<file path="src/rtl/fifo_arb_pkg.sv">
// Shared types and helpers for the FIFO push arbiter.
// Lock mode enum, burst counter width and index-width helper.
package fifo_arb_pkg;

    typedef enum logic {
        IDLE,
        LOCKED
    } arb_state_t;

    localparam int BURST_CNT_W = 8;

    function automatic int idx_w(input int n);
        return (n <= 1) ? 1 : $clog2(n);
    endfunction

endpackage

</file>
<file path="src/rtl/fifo_push_arb_if.sv">
// Producer/FIFO write-side bundle around the push arbiter.
// master: the arbiter; slave: producers plus FIFO full.
interface fifo_push_arb_if #(
    parameter int NUM_REQ = 4,
    parameter int DATA_W  = 8
);
    logic [NUM_REQ-1:0]        req;
    logic [NUM_REQ-1:0]        lock;
    logic [NUM_REQ*DATA_W-1:0] din;
    logic [NUM_REQ-1:0]        gnt;
    logic                      full;
    logic                      push;
    logic [DATA_W-1:0]         wdata;

    modport master (
        input  req, lock, din, full,
        output gnt, push, wdata
    );

    modport slave (
        output req, lock, din, full,
        input  gnt, push, wdata
    );
endinterface

</file>
<file path="src/rtl/fifo_push_arb_rr_pick.sv">
// Combinational round-robin one-hot picker.
// First set mask bit at or after ptr, wrapping at N.
module rr_pick #(
    parameter int N  = 4,
    parameter int IW = 2
) (
    input  logic [N-1:0]  mask,
    input  logic [IW-1:0] ptr,
    output logic [N-1:0]  onehot,
    output logic [IW-1:0] idx,
    output logic          any
);
    always_comb begin
        onehot = '0;
        idx    = '0;
        any    = 1'b0;
        for (int k = 0; k < N; k++) begin
            if (!any && mask[(int'(ptr) + k) % N]) begin
                any = 1'b1;
                idx = IW'((int'(ptr) + k) % N);
                onehot[(int'(ptr) + k) % N] = 1'b1;
            end
        end
    end
endmodule

</file>
<file path="src/rtl/fifo_push_arb.sv">
// Round-robin arbiter sharing the async FIFO push port.
// Burst lock is built only with FIFO_PUSH_ARB_LOCK_EN.
module fifo_push_arb
    import fifo_arb_pkg::*;
#(
    parameter int NUM_REQ   = 4,
    parameter int DATA_W    = 8,
    parameter int MAX_BURST = 4
) (
    input logic             wclk,
    input logic             reset,
    fifo_push_arb_if.master bus
);
    localparam int IW = idx_w(NUM_REQ);

    logic [IW-1:0]      ptr;
    logic [IW-1:0]      ptr_nxt;
    logic [IW-1:0]      win_idx;
    logic [IW-1:0]      win_inc;
    logic [NUM_REQ-1:0] mask;
    logic [NUM_REQ-1:0] win_oh;
    logic               win_any;

    rr_pick #(
        .N  (NUM_REQ),
        .IW (IW)
    ) u_pick (
        .mask   (mask),
        .ptr    (ptr),
        .onehot (win_oh),
        .idx    (win_idx),
        .any    (win_any)
    );

    assign win_inc = (int'(win_idx) == NUM_REQ - 1)
                   ? '0 : win_idx + 1'b1;

    assign bus.gnt   = win_oh;
    assign bus.push  = win_any;
    assign bus.wdata = win_any
                     ? bus.din[int'(win_idx)*DATA_W +: DATA_W]
                     : '0;

`ifdef FIFO_PUSH_ARB_LOCK_EN
    localparam logic [BURST_CNT_W-1:0] MAX_CNT =
        BURST_CNT_W'(MAX_BURST);

    arb_state_t             fsm;
    arb_state_t             fsm_nxt;
    logic [IW-1:0]          owner;
    logic [IW-1:0]          owner_nxt;
    logic [BURST_CNT_W-1:0] burst_cnt;
    logic [BURST_CNT_W-1:0] cnt_nxt;
    logic [BURST_CNT_W-1:0] cnt_inc;
    logic [NUM_REQ-1:0]     own_oh;
    logic                   own_req;
    logic                   own_lock;

    assign own_oh   = NUM_REQ'(1) << owner;
    assign own_req  = |(bus.req & own_oh);
    assign own_lock = |(bus.lock & own_oh);
    assign cnt_inc  = burst_cnt + 1'b1;

    // While locked, everyone but the owner is held off.
    always_comb begin
        mask = bus.req;
        if (fsm == LOCKED)
            mask = bus.req & own_oh;
        if (reset || bus.full)
            mask = '0;
    end

    always_comb begin
        fsm_nxt   = fsm;
        owner_nxt = owner;
        cnt_nxt   = burst_cnt;
        ptr_nxt   = ptr;
        unique case (fsm)
            IDLE: begin
                if (win_any) begin
                    ptr_nxt = win_inc;
                    if (|(bus.lock & win_oh) && MAX_BURST > 1) begin
                        fsm_nxt   = LOCKED;
                        owner_nxt = win_idx;
                        cnt_nxt   = BURST_CNT_W'(1);
                    end
                end
            end
            LOCKED: begin
                // A full FIFO freezes the burst; the lock persists.
                if (!bus.full) begin
                    if (win_any)
                        cnt_nxt = cnt_inc;
                    if (!own_req || !own_lock ||
                        (win_any && cnt_inc == MAX_CNT)) begin
                        fsm_nxt = IDLE;
                        cnt_nxt = '0;
                    end
                end
            end
            default: ;
        endcase
    end

    always_ff @(posedge wclk or posedge reset) begin
        if (reset) begin
            ptr       <= '0;
            fsm       <= IDLE;
            owner     <= '0;
            burst_cnt <= '0;
        end else begin
            ptr       <= ptr_nxt;
            fsm       <= fsm_nxt;
            owner     <= owner_nxt;
            burst_cnt <= cnt_nxt;
        end
    end
`else
    localparam int unused_max_burst = MAX_BURST;

    logic unused_lock;
    assign unused_lock = ^bus.lock;

    assign mask    = (reset || bus.full) ? '0 : bus.req;
    assign ptr_nxt = win_any ? win_inc : ptr;

    always_ff @(posedge wclk or posedge reset) begin
        if (reset)
            ptr <= '0;
        else
            ptr <= ptr_nxt;
    end
`endif
endmodule

</file>
<file path="src/flat_wrapper.sv">
// flat-port wrapper written by rule: the top's interface ports become plain ports
module fifo_push_arb_flat import fifo_arb_pkg::*;
#(
    parameter int NUM_REQ   = 4,
    parameter int DATA_W    = 8,
    parameter int MAX_BURST = 4
)
  (wclk, reset, bus_req, bus_lock, bus_din, bus_full, bus_gnt, bus_push, bus_wdata);
  fifo_push_arb_if #(.NUM_REQ(NUM_REQ), .DATA_W(DATA_W)) bus_i ();
  input logic wclk;
  input logic reset;
  input wire logic [$bits(bus_i.req)-1:0] bus_req;
  input wire logic [$bits(bus_i.lock)-1:0] bus_lock;
  input wire logic [$bits(bus_i.din)-1:0] bus_din;
  input wire logic [$bits(bus_i.full)-1:0] bus_full;
  output wire logic [$bits(bus_i.gnt)-1:0] bus_gnt;
  output wire logic [$bits(bus_i.push)-1:0] bus_push;
  output wire logic [$bits(bus_i.wdata)-1:0] bus_wdata;
  assign bus_i.req = bus_req;
  assign bus_i.lock = bus_lock;
  assign bus_i.din = bus_din;
  assign bus_i.full = bus_full;
  assign bus_gnt = bus_i.gnt;
  assign bus_push = bus_i.push;
  assign bus_wdata = bus_i.wdata;
  fifo_push_arb #(.NUM_REQ(NUM_REQ), .DATA_W(DATA_W), .MAX_BURST(MAX_BURST)) u_core (.wclk(wclk), .reset(reset), .bus(bus_i));
endmodule
</file>
<file path="config.mk">
export PLATFORM = sky130hd
export DESIGN_NAME = fifo_push_arb_flat
export DESIGN_NICKNAME = d
export VERILOG_FILES = /design/src/rtl/fifo_arb_pkg.sv /design/src/rtl/fifo_push_arb_if.sv /design/src/rtl/fifo_push_arb_rr_pick.sv /design/src/rtl/fifo_push_arb.sv /design/src/flat_wrapper.sv
export SDC_FILE = /design/constraint.sdc
export NUM_CORES = 1
export LEC_CHECK = 0
export CAP_MARGIN = 20
export CORE_ASPECT_RATIO = 0.7
export CORE_UTILIZATION = 31
export DETAILED_ROUTE_END_ITERATION = 6
export GPL_TIMING_DRIVEN = 0
export PLACE_DENSITY = 0.82
export SLEW_MARGIN = 0
export SYNTH_ARGS = -nofsm -noshare
export SYNTH_HDL_FRONTEND = slang
export SYNTH_HIERARCHICAL = 1
export SYNTH_SLANG_ARGS = --single-unit
export TNS_END_PERCENT = 100
</file>
<file path="constraint.sdc">
create_clock -name wclk -period 3.3 [get_ports wclk]
set_input_delay 0.66 -clock wclk [delete_from_list [all_inputs] [get_ports wclk]]
set_output_delay 0.66 -clock wclk [all_outputs]
set_load 0.02 [all_outputs]
</file>
Word level (Yosys, flattened, before mapping)
Index checks and enable logic that the tools add are counted.
Word-level totals
  register bits: 2
  output and inout port bits: 13
Operators by class
  add/sub/neg operators: 4
  shift operators: 1
  muxes and demuxes: 34
  equal/unequal tests: 1
  reduce and logical (&&, ||, !) cells: 14
  bitwise gates (word level): 6
  order comparisons: 8
Operator list (count)
  32-bit by 6-bit variable part select with 8-bit output: 1
  4-bit 2-to-1 mux: 5
  1-bit 2-to-1 mux: 15
  3-bit by 4-bit less-than comparator with 1-bit output (second input constant): 3
  4-bit OR: 3
  2-bit 2-to-1 mux: 5
  3-bit by 1-bit greater-or-equal comparator with 1-bit output (second input constant): 3
  1-bit binary-select mux with 2-bit select: 4
  1-bit demux with 2-bit select: 4
  8-bit 2-to-1 mux: 1
  1-bit logical AND: 7
  2-bit OR reduction: 3
  2-bit by 1-bit adder with 2-bit output (second input constant): 2
  2-bit adder (second input constant): 2
  1-bit AND (first input constant): 3
  1-bit zero test: 3
  2-bit by 3-bit less-than comparator with 1-bit output (second input constant): 1
  2-bit by 1-bit == test with 1-bit output (second input constant): 1
  2-bit by 1-bit greater-or-equal comparator with 1-bit output (second input constant): 1
  1-bit logical OR: 1

Longest topological paths before layout
  depth after elaboration: 16
  depth in mapped cells: 12
  depth with buffers taken out: 8

Hierarchy
The synthesis kept the hierarchy.
By module, submodules not included
  rr_pick: times used 1, area each 419.2 µm², cells an instance 45, sequential area each 0.0 µm²
  fifo_push_arb: times used 1, area each 372.9 µm², cells an instance 41, sequential area each 50.0 µm²

Least setup slack after synthesis
Ideal clock, no wire load.
  path kind: input -> output
  from: input bus_full
  to: output bus_wdata[5]
  stages on the path: 11
  arrival: 2.898 ns
  slack: -0.258 ns
  cells stage by stage: nor2_1 and2_1 mux4_2 buf_6 nor4b_4 nor2_1 a32o_1 buf_6 buf_12 mux2i_1 o22ai_1
Between the ends
  cells in the longest elaborated chain, start to end: 16
  elaborated cells on any way between the ends: 29
  those cells by class: shift: 1; mux: 21; reduce/logical: 7
Ends and longest elaborated chain
  start: declaration: RTL line flat_wrapper.sv:15  | input wire logic [$bits(bus_i.full)-1:0] bus_full;
  1-bit logical OR (*): RTL line fifo_push_arb.sv:124  | assign mask = (reset || bus.full) ? '0 : bus.req;
  4-bit 2-to-1 mux (*): RTL line fifo_push_arb.sv:124
  via u_core.mask[2]: RTL line fifo_push_arb.sv:20  | logic [NUM_REQ-1:0] mask;
  1-bit binary-select mux with 2-bit select: RTL line fifo_push_arb_rr_pick.sv:18  | if (!any && mask[(int'(ptr) + k) % N]) begin
  1-bit 2-to-1 mux (not written as such): RTL line fifo_push_arb_rr_pick.sv:18
  1-bit 2-to-1 mux: RTL line fifo_push_arb_rr_pick.sv:18
  1-bit zero test: RTL line fifo_push_arb_rr_pick.sv:18
  1-bit logical AND: RTL line fifo_push_arb_rr_pick.sv:18
  (+2 left out)
  1-bit logical AND: RTL line fifo_push_arb_rr_pick.sv:18
  1-bit 2-to-1 mux: RTL line fifo_push_arb_rr_pick.sv:18
  1-bit zero test: RTL line fifo_push_arb_rr_pick.sv:18
  1-bit logical AND: RTL line fifo_push_arb_rr_pick.sv:18
  2-bit 2-to-1 mux (*): RTL line fifo_push_arb_rr_pick.sv:18
  via u_core.win_idx[1]: RTL line fifo_push_arb.sv:18  | logic [IW-1:0] win_idx;
  32-bit by 6-bit variable part select with 8-bit output (*): RTL line fifo_push_arb.sv:41  | ? bus.din[int'(win_idx)*DATA_W +: DATA_W]
  8-bit 2-to-1 mux (*): RTL line fifo_push_arb.sv:41
  end: declaration: RTL line flat_wrapper.sv:18  | output wire logic [$bits(bus_i.wdata)-1:0] bus_wdata;
The timed path passes the listed nets; every way through them passes the cells marked *. The select of a mux whose other input is x is not followed.

Worst setup path after layout
  from: input reset
  to: output bus_wdata[1]
Between the ends
  cells in the longest elaborated chain, start to end: 16
  elaborated cells on any way between the ends: 29
  those cells by class: shift: 1; mux: 21; reduce/logical: 7
Ends and longest elaborated chain
  start: declaration: RTL line flat_wrapper.sv:11  | input logic reset;
  1-bit logical OR (*): RTL line fifo_push_arb.sv:124
  4-bit 2-to-1 mux (*): RTL line fifo_push_arb.sv:124
  via u_core.mask[2]: RTL line fifo_push_arb.sv:20
  1-bit binary-select mux with 2-bit select: RTL line fifo_push_arb_rr_pick.sv:18
  1-bit 2-to-1 mux (not written as such): RTL line fifo_push_arb_rr_pick.sv:18
  1-bit 2-to-1 mux: RTL line fifo_push_arb_rr_pick.sv:18
  1-bit zero test: RTL line fifo_push_arb_rr_pick.sv:18
  1-bit logical AND: RTL line fifo_push_arb_rr_pick.sv:18
  (+2 left out)
  1-bit logical AND: RTL line fifo_push_arb_rr_pick.sv:18
  1-bit 2-to-1 mux: RTL line fifo_push_arb_rr_pick.sv:18
  1-bit zero test: RTL line fifo_push_arb_rr_pick.sv:18
  1-bit logical AND: RTL line fifo_push_arb_rr_pick.sv:18
  2-bit 2-to-1 mux (*): RTL line fifo_push_arb_rr_pick.sv:18
  via u_core.win_idx[1]: RTL line fifo_push_arb.sv:18
  32-bit by 6-bit variable part select with 8-bit output (*): RTL line fifo_push_arb.sv:41
  8-bit 2-to-1 mux (*): RTL line fifo_push_arb.sv:41
Marked as above.

==> flow_summary.toml <==
[synth]
ys.warnings.count = 6
post_synth_top_area_share_pct = 21.5
post_synth_instance_area_um2 = 792
synth_compound_area_share_pct = 22.7
edff_count_synth = 0
synthDominantAreaCellType = "sky130_fd_sc_hd__mux2i_1"
synth-seq-area-share_pct = 6.32
synth-seq-cells = 2
postSynth.asyncResetShare_pct = 100
synth-main-ff-cell = "sky130_fd_sc_hd__dfrtp_1"
syn-instance-count = 86
yosys-mux-area-fraction_pct = 38.1
adder_cell_fraction_of_synth_area_pct = 9.48
post-synth-top-count-cell = "sky130_fd_sc_hd__mux2i_1"
post_synth_num_cell_types = 27
ys_top_cells_by_count = "sky130_fd_sc_hd__mux2i_1, sky130_fd_sc_hd__o22ai_1, sky130_fd_sc_hd__a22oi_1"
post_synth_xor_area_fraction_pct = 0
synth.top_cells.by_area = "sky130_fd_sc_hd__mux2i_1, sky130_fd_sc_hd__ha_1, sky130_fd_sc_hd__a22oi_1"
synth_simple_gate_area_share_pct = 12.6
synth_nets = 135
syn-mean-instance-area_um2 = 9.21
largest_family_of_logic_cells_by_synthesized_area = "multiplexers"

[cts]
cts_tree = "yes"
clockRootBuffer = "sky130_fd_sc_hd__clkbuf_4"
clkTransAtPathRegs_ps = 30
cts.hold.buffers_added = 0
worst_skew_pair.late_latency_ps = 210
cts.sinks = 2
clock_path_buffers = 2
total_cts_buffers = 3
cts-htree-levels = 1

[place]
place_congestion = 0.864
dp_hpwl_um = 2220
port-buffer-count = 51

[critical_path]
critical_path.most_common_cell = "sky130_fd_sc_hd__buf_6"
crit_fanout = 6
critical_path_sink_type = "primary output"
timing.critical_path.from_type = "input port"
reg2reg_from = "u_core/ptr[0]"
critPathRequiredTime_ps = 2640
setup.worst_path.class = "input port to primary output"
critical_path.max_stage_delay_ps = 550
crit_chain = "buf_8 > nor2_4 > and2_4 > mux4_2 > nor4b_4 > nor2_1 > a32o_2 > buf_6 > mux2i_4 > o22ai_2 > buf_6"
cp_data_arrival_time_ps = 2890
crit-reg2reg-capture = "u_core/ptr[1]"
critPathSlowestCell = "sky130_fd_sc_hd__mux4_2"
rrSetupSlack_ps = 630
r2r.worst_path.cells = 8

[final_layout]
reg.largest.list = "u_core/ptr (2)"
fill_cells = 172
top_reg_by_flops = "u_core/ptr"
drive_above_1_share_pct = 47.7
syn_to_final_growth_pct = 106
flip_flop_count_of_the_largest_register_all_copies_and_words_added = 2
finish.net_count = 204
number_of_diodes = 0

[power_and_ir_drop]
p_int_uw = 827
power.sequential.fraction_pct = 3.4
power_switching_share_pct = 46.7
clock_power_share_pct = 3.2
p_switching_uw = 725
max-vdd-ir-drop_mv = 0.499
power_density_relative_to_cell_area_nw_per_um2 = 953
cellLeakagePower_nw = 0.665
combinationalPowerShare_pct = 93.4

[floorplanning]
chipWidth_um = 62.4
design.die.area_um2 = 2760
chip_height_um = 44.3
core_um2 = 2280
io_pins = 56
placementRows = 14
floorplan.initialDensity_pct = 34.8

[worst_hold_path]
kind_of_path_behind_the_tightest_hold_check = "input port to async pin"

[job]
cap_violations = 0

[grt]
grt.busiest_layer = "met2"
maximum_number_of_pins_on_one_net_before_global_route_repair = 11
gr-usage-met1_pct = 27.6
grt_overflow = 0
grt_antenna_before_repair = 0
grt_util_met3_pct = 3.35
grt_first_pass_wirelength_um = 5060
grt_pass1_vias = 1032
grt_use_total_pct = 23.9
met2_usage_pct = 45.2

[timing]
finalHoldViolCount = 0
timing.final.crit_share_pct = 108
rsz0062_at_grt = "true"
final_max_slew_viol_count = 0
setup_viol_count_final = 8
clock_skew_ps = 1.49
timing.final.ws_setup_ps = -253
worst-slew-pin-transition_ps = 316
min_period_ps = 3550
fmaxAchievable_mhz = 281
timing.max_slew.rel_slack_pct = 78.4
hold_slack_ps = 420
setup-tns-final_ps = -1750

[routing]
post_drt_via_cell_ratio = 5.54
drt_pass1_iterations = 4
postRouteAntennaNets = 0
drtIter0Drc = 118
via_count = 1024
drcViolationCount = 0
route.final.wire_length_um = 3250
avgRoutedWirePerCell_um = 17.6

[run_status]
violations = "setup timing"
outcome = "finished, violations left"
[layer usage]
layer	part of all wire [%]	up-vias	wire, µm
met1	40	507	1300
met3	3.1	7	100
met5	0	-	0
met2	55	32	1780
li1	-	478	-
met4	2.1	0	68
[how the worst max path moves through the flow]
stage                    to  depth (start not counted)     start  slack (ps)
2_1_floorplan  bus_wdata[5]                         11  bus_full        -110
3_3_place_gp   bus_wdata[5]                         13     reset       -1280
3_5_place_dp   bus_wdata[5]                         13     reset       -1350
4_1_cts        bus_wdata[3]                         12     reset        -210
5_1_grt        bus_wdata[1]                         11     reset        -320
6_report       bus_wdata[1]                         11     reset        -250
[cells by family (layout without fill, tap and decap cells)]
family          Yosys count  count (layout)
buf+inv                  12              79
simple gates             15              15
compound gates           27              27
fa+ha+maj                 6               6
mux                      24              24
flops                     2               2
[repair_timing]
| action | in CTS | in global routing |
|---|---|---|
| setup buffers | 12 | 1 |
| cloned | 1 | 0 |
| pin swaps | 6 | 2 |
| endpoints found under the setup margin | 13 | 11 |
| endpoints found under the hold margin | 0 | 0 |
| gates resized for setup | 90 | 20 |
[final cells by class]
cell class              count  area [µm²]  share of cell area, %
plain buffers               5        55.1                   3.38
clock buffers               3        22.5                   1.38
inverters                   6        22.5                   1.38
multi-input cells          72         807                   49.6
flip-flops and latches      2        51.3                   3.15
well taps                  32        40.0                   2.46
repair buffers             65         629                   38.7
[per-stage QoR]
step           setup WS, ps  utilization [%]  instance area (µm²)  total power, mW  std cells
6_report               -253             71.5                 1630             1.55        185
5_1_grt                -317             71.5                 1630             1.64        185
4_1_cts                -210             69.3                 1580             1.48        184
3_5_place_dp          -1350             62.0                 1410             1.21        169
3_3_place_gp          -1280             62.0                 1410             1.18        169
2_1_floorplan          -106                -                  861            0.836         86
[power groups by stage]
stage / Sequential [mW] / Combinational [mW] / Clock [mW]
CTS: 0.0515 / 1.38 / 0.0522
floorplan: 0.0556 / 0.780 / 0
global route: 0.0534 / 1.53 / 0.0572
finish: 0.0523 / 1.45 / 0.0501
global placement: 0.0625 / 1.11 / 0
detailed placement: 0.0646 / 1.14 / 0
[cell usage in the layout, fill, tap and decap left out, drive strengths merged, types with 3 or more instances in the layout]
master         count
mux2i             17
a22oi              8
inv                6
mux2               3
nor2               3
buf               31
o22ai              9
clkdlybuf4s50     33
ha                 6
clkbuf             7
o21ai              5
and2               4
mux4               4
[critical path: cells and delay by family]
kind,cells,cell delay [ps]
AO/OA/AOI/OAI,2,500
buffers and inverters,3,390
multiplexers,2,720
AND/OR/NAND/NOR,4,630
Power figures use the tool's default switching activity.
==> RTL edit 1, RTL diff (config.mk and constraints unchanged) <==
Add a define of `FIFO_PUSH_ARB_LOCK_EN`.
--- a/src/rtl/fifo_push_arb.sv
+++ b/src/rtl/fifo_push_arb.sv
@@ -1,5 +1,7 @@
 // Round-robin arbiter sharing the async FIFO push port.
 // Burst lock is built only with FIFO_PUSH_ARB_LOCK_EN.
+`define FIFO_PUSH_ARB_LOCK_EN
+
 module fifo_push_arb
     import fifo_arb_pkg::*;
 #(
Check against the original RTL: not settled (the Yosys comparison gave no result); the edit may change what the design does.
==> RTL edit 1 against the unedited design <==
The flow still finishes with violations (negative setup slack). Register-to-register slack lost 0.60 ns. Sequential cell count rose by 11. Power increased by 41%. Synthesized cell count up 87%. Wire length rose by 63%. Synthesized area grew 99%. Fmax fell by 4.8%. Critical path depth is 2 higher. Highest routed layer unchanged. Count of clock-buffer cells in the layout grew 1. Worst setup slack lost 0.18 ns. Cell area rose by 71%. Die area rose by 95%. Combinational power up 24%.
==> RTL edit 1: results <==
metrics = {
    "outcome": {
        "outcome": "finished, violations left",
        "failed_checks": "negative setup slack",
    },
    "setup_path": {
        "critPathMaxFanout": 7,
        "reg2reg_depth": 14,
        "crit_arrival_ns": 3.07,
        "rr_endpoint": "u_core/burst_cnt[2]$_DFFE_PP0P_",
    },
    "cts": {
        "clockRootBuffer": "clkbuf_8",
        "cts.clk_slew.worst_paths_ns": 0.06,
    },
    "power": {
        "sw_frac_of_total_pct": 42.9,
        "leakagePower_nw": 1.17,
        "peakVddDrop_v": 0.000414,
        "power.share.clock_pct": 6.6,
    },
    "grt": {
        "use_met2_pct": 36.5,
        "met3_usage_pct": 5.15,
        "use_met1_pct": 23.7,
    },
    "sta": {
        "setup_viol": 8,
        "fin_hold_ws_ns": 0.446,
        "setup_tns_ns": -3.19,
        "fin_ws_ns": -0.430,
    },
    "place": {
        "placed_area_mm2": 0.00227,
        "dp_cells": 285,
        "gp_congestion": 0.809,
    },
    "routing": {
        "drtIter0Drc": 106,
        "wl_met3_um": 361,
        "met1_length_um": 2200,
        "wire_per_inst_um": 15.9,
    },
    "cells_and_area": {
        "nets": 315,
        "reg_top3": "u_core/burst_cnt (8), u_core/owner (2), u_core/ptr (2)",
        "drive_above_1_share_pct": 48.5,
    },
    "synthesis": {
        "ys_types": 48,
        "synth_adder_area_share_pct": 5.55,
        "ys_seq_area_share_pct": 20.6,
        "yosys-top-cells-area": "dfrtp_1 21%, mux4_2 17%, ha_1 5.6%",
        "synth_common_cells": "14 x nand2_1, 13 x and2_1, 13 x dfrtp_1, 13 x o21ai_0, 12 x mux4_2",
        "yosys.area_share.xor_xnor_pct": 1.11,
    },
}
[RTL edit 1: final cells by class]
cell class	count	area, um2
flip-flops and latches	13	328
plain buffers	7	71.3
well taps	69	86.3
inverters	9	33.8
multi-input cells	132	1330
repair buffers	99	893
clock buffers	4	45.0
fillers	401	2050
[RTL edit 1: worst min path at each step]
| stage | end | slack [ns] | depth (start not counted) |
|---|---|---|---|
| after floorplan | u_core/ptr[0]$_DFFE_PP0P_ | 0.52 | 2 |
| after global placement | u_core/burst_cnt[7]$_DFFE_PP0P_ | 0.56 | 1 |
| after detailed placement | u_core/burst_cnt[7]$_DFFE_PP0P_ | 0.57 | 1 |
| after CTS | u_core/burst_cnt[0]$_DFFE_PP0P_ | 0.46 | 2 |
| after global routing | u_core/burst_cnt[2]$_DFFE_PP0P_ | 0.49 | 2 |
| final | u_core/burst_cnt[2]$_DFFE_PP0P_ | 0.45 | 2 |
==> RTL edit 2, RTL diff (same settings) <==
Without the edit above. `DATA_W` is set to 8 in 3 places; all go to 7.
--- a/src/rtl/fifo_push_arb_if.sv
+++ b/src/rtl/fifo_push_arb_if.sv
@@ -2,7 +2,7 @@
 // master: the arbiter; slave: producers plus FIFO full.
 interface fifo_push_arb_if #(
     parameter int NUM_REQ = 4,
-    parameter int DATA_W  = 8
+    parameter int DATA_W  = 7
 );
     logic [NUM_REQ-1:0]        req;
     logic [NUM_REQ-1:0]        lock;
--- a/src/rtl/fifo_push_arb.sv
+++ b/src/rtl/fifo_push_arb.sv
@@ -4,7 +4,7 @@
     import fifo_arb_pkg::*;
 #(
     parameter int NUM_REQ   = 4,
-    parameter int DATA_W    = 8,
+    parameter int DATA_W    = 7,
     parameter int MAX_BURST = 4
 ) (
     input logic             wclk,
--- a/src/flat_wrapper.sv
+++ b/src/flat_wrapper.sv
@@ -2,7 +2,7 @@
 module fifo_push_arb_flat import fifo_arb_pkg::*;
 #(
     parameter int NUM_REQ   = 4,
-    parameter int DATA_W    = 8,
+    parameter int DATA_W    = 7,
     parameter int MAX_BURST = 4
 )
   (wclk, reset, bus_req, bus_lock, bus_din, bus_full, bus_gnt, bus_push, bus_wdata);
Interface: changed (resized bus_din and bus_wdata); port bits go from 56 to 51. No check against the original RTL was run, so the function may have changed too.
==> RTL edit 2 against the unedited design <==
The flow still finishes with violations (negative setup slack). Hold slack worse by 0.14 ns. Worst setup slack better by 0.038 ns. Cell area shrank 5.7%. Sequential cell count did not move. Wire length shrank 14%. Synthesized cell count down 3.5%. Synthesized area decreased by 3.5%. Combinational power decreased by 6%. Clock power increased by 16%. Critical path depth down 1. Power is 4.7% lower. Critical path type unchanged. Critical endpoint is now bus_wdata[0]. Largest cell class unchanged. Largest power group unchanged.
==> RTL edit 2: results <==
metrics = {
    "outcome": {
        "outcome": "finished, violations left",
        "failed_checks": "negative setup slack",
    },
    "setup_path": {
        "critPathLaunch": "bus_req[3]",
        "crit_arrival_ns": 2.85,
        "reg2reg_depth": 7,
        "crit_end": "bus_wdata[0]",
    },
    "power": {
        "leakagePower_nw": 0.636,
        "p_total_w": 0.00148,
        "pwr-share-seq_pct": 3.2,
    },
    "routing": {
        "wl_met3_um": 132,
        "wl_met2_um": 1410,
        "via_per_inst": 5.44,
        "drtIter0Drc": 38,
    },
    "place": {
        "io_buffers": 46,
        "place_ws_ns": -1.30,
        "dp_cells": 161,
    },
    "cts": {
        "worstSkewPairLatency_ns": 0.23,
    },
    "sta": {
        "finClkSkew_ns": 0.000890,
        "fin_ws_ns": -0.215,
        "setup_viol": 7,
        "setup_tns_ns": -1.37,
    },
    "grt": {
        "grt_pass1_wl_um": 4110,
        "grt_usage_pct": 21.5,
        "use_met1_pct": 27.2,
    },
    "synthesis": {
        "synth_common_cells": "15 x mux2i_1, 8 x a22oi_1, 8 x o22ai_1",
        "synth_cells": 83,
        "syn_nets": 128,
    },
    "cells_and_area": {
        "multiInputGateArea_um2": 768,
        "nets": 189,
    },
}
RTL edit 2: critical path, stage by stage:
cell       delay (ns)
buf_2            0.10
and2_4           0.16
mux4_2           0.53
nor4b_4          0.33
nor2_1           0.07
a32o_2           0.26
bufbuf_16        0.28
mux2i_4          0.19
o22ai_2          0.11
buf_6            0.14
RTL edit 2: layout make-up:
class                      count  share of cell area (%)
multi-input combinational     69                    50.0
timing repair buffer          58                    37.8
sequential                     2                    3.34
buffer                         4                    3.02
tap                           32                    2.61
inverter                       6                    1.71
clock buffer                   3                    1.47
RTL edit 2: repair_timing:
action                                  CTS  global route
endpoints found under the setup margin   12             8
pin swaps                                 7             5
resized for setup                        75            14
cloned                                    1             0
setup buffers                             9             2
RTL edit 2: kinds of logic (layout without fill, tap and decap cells):
kind of cell    Yosys count  after routing  share of synthesized area [%]
mux                      22             22                           36.8
fa+ha+maj                 6              6                           9.82
simple gates             15             15                           13.1
flops                     2              2                           6.55
buf+inv                  12             71                           11.0
compound gates           26             26                           22.8
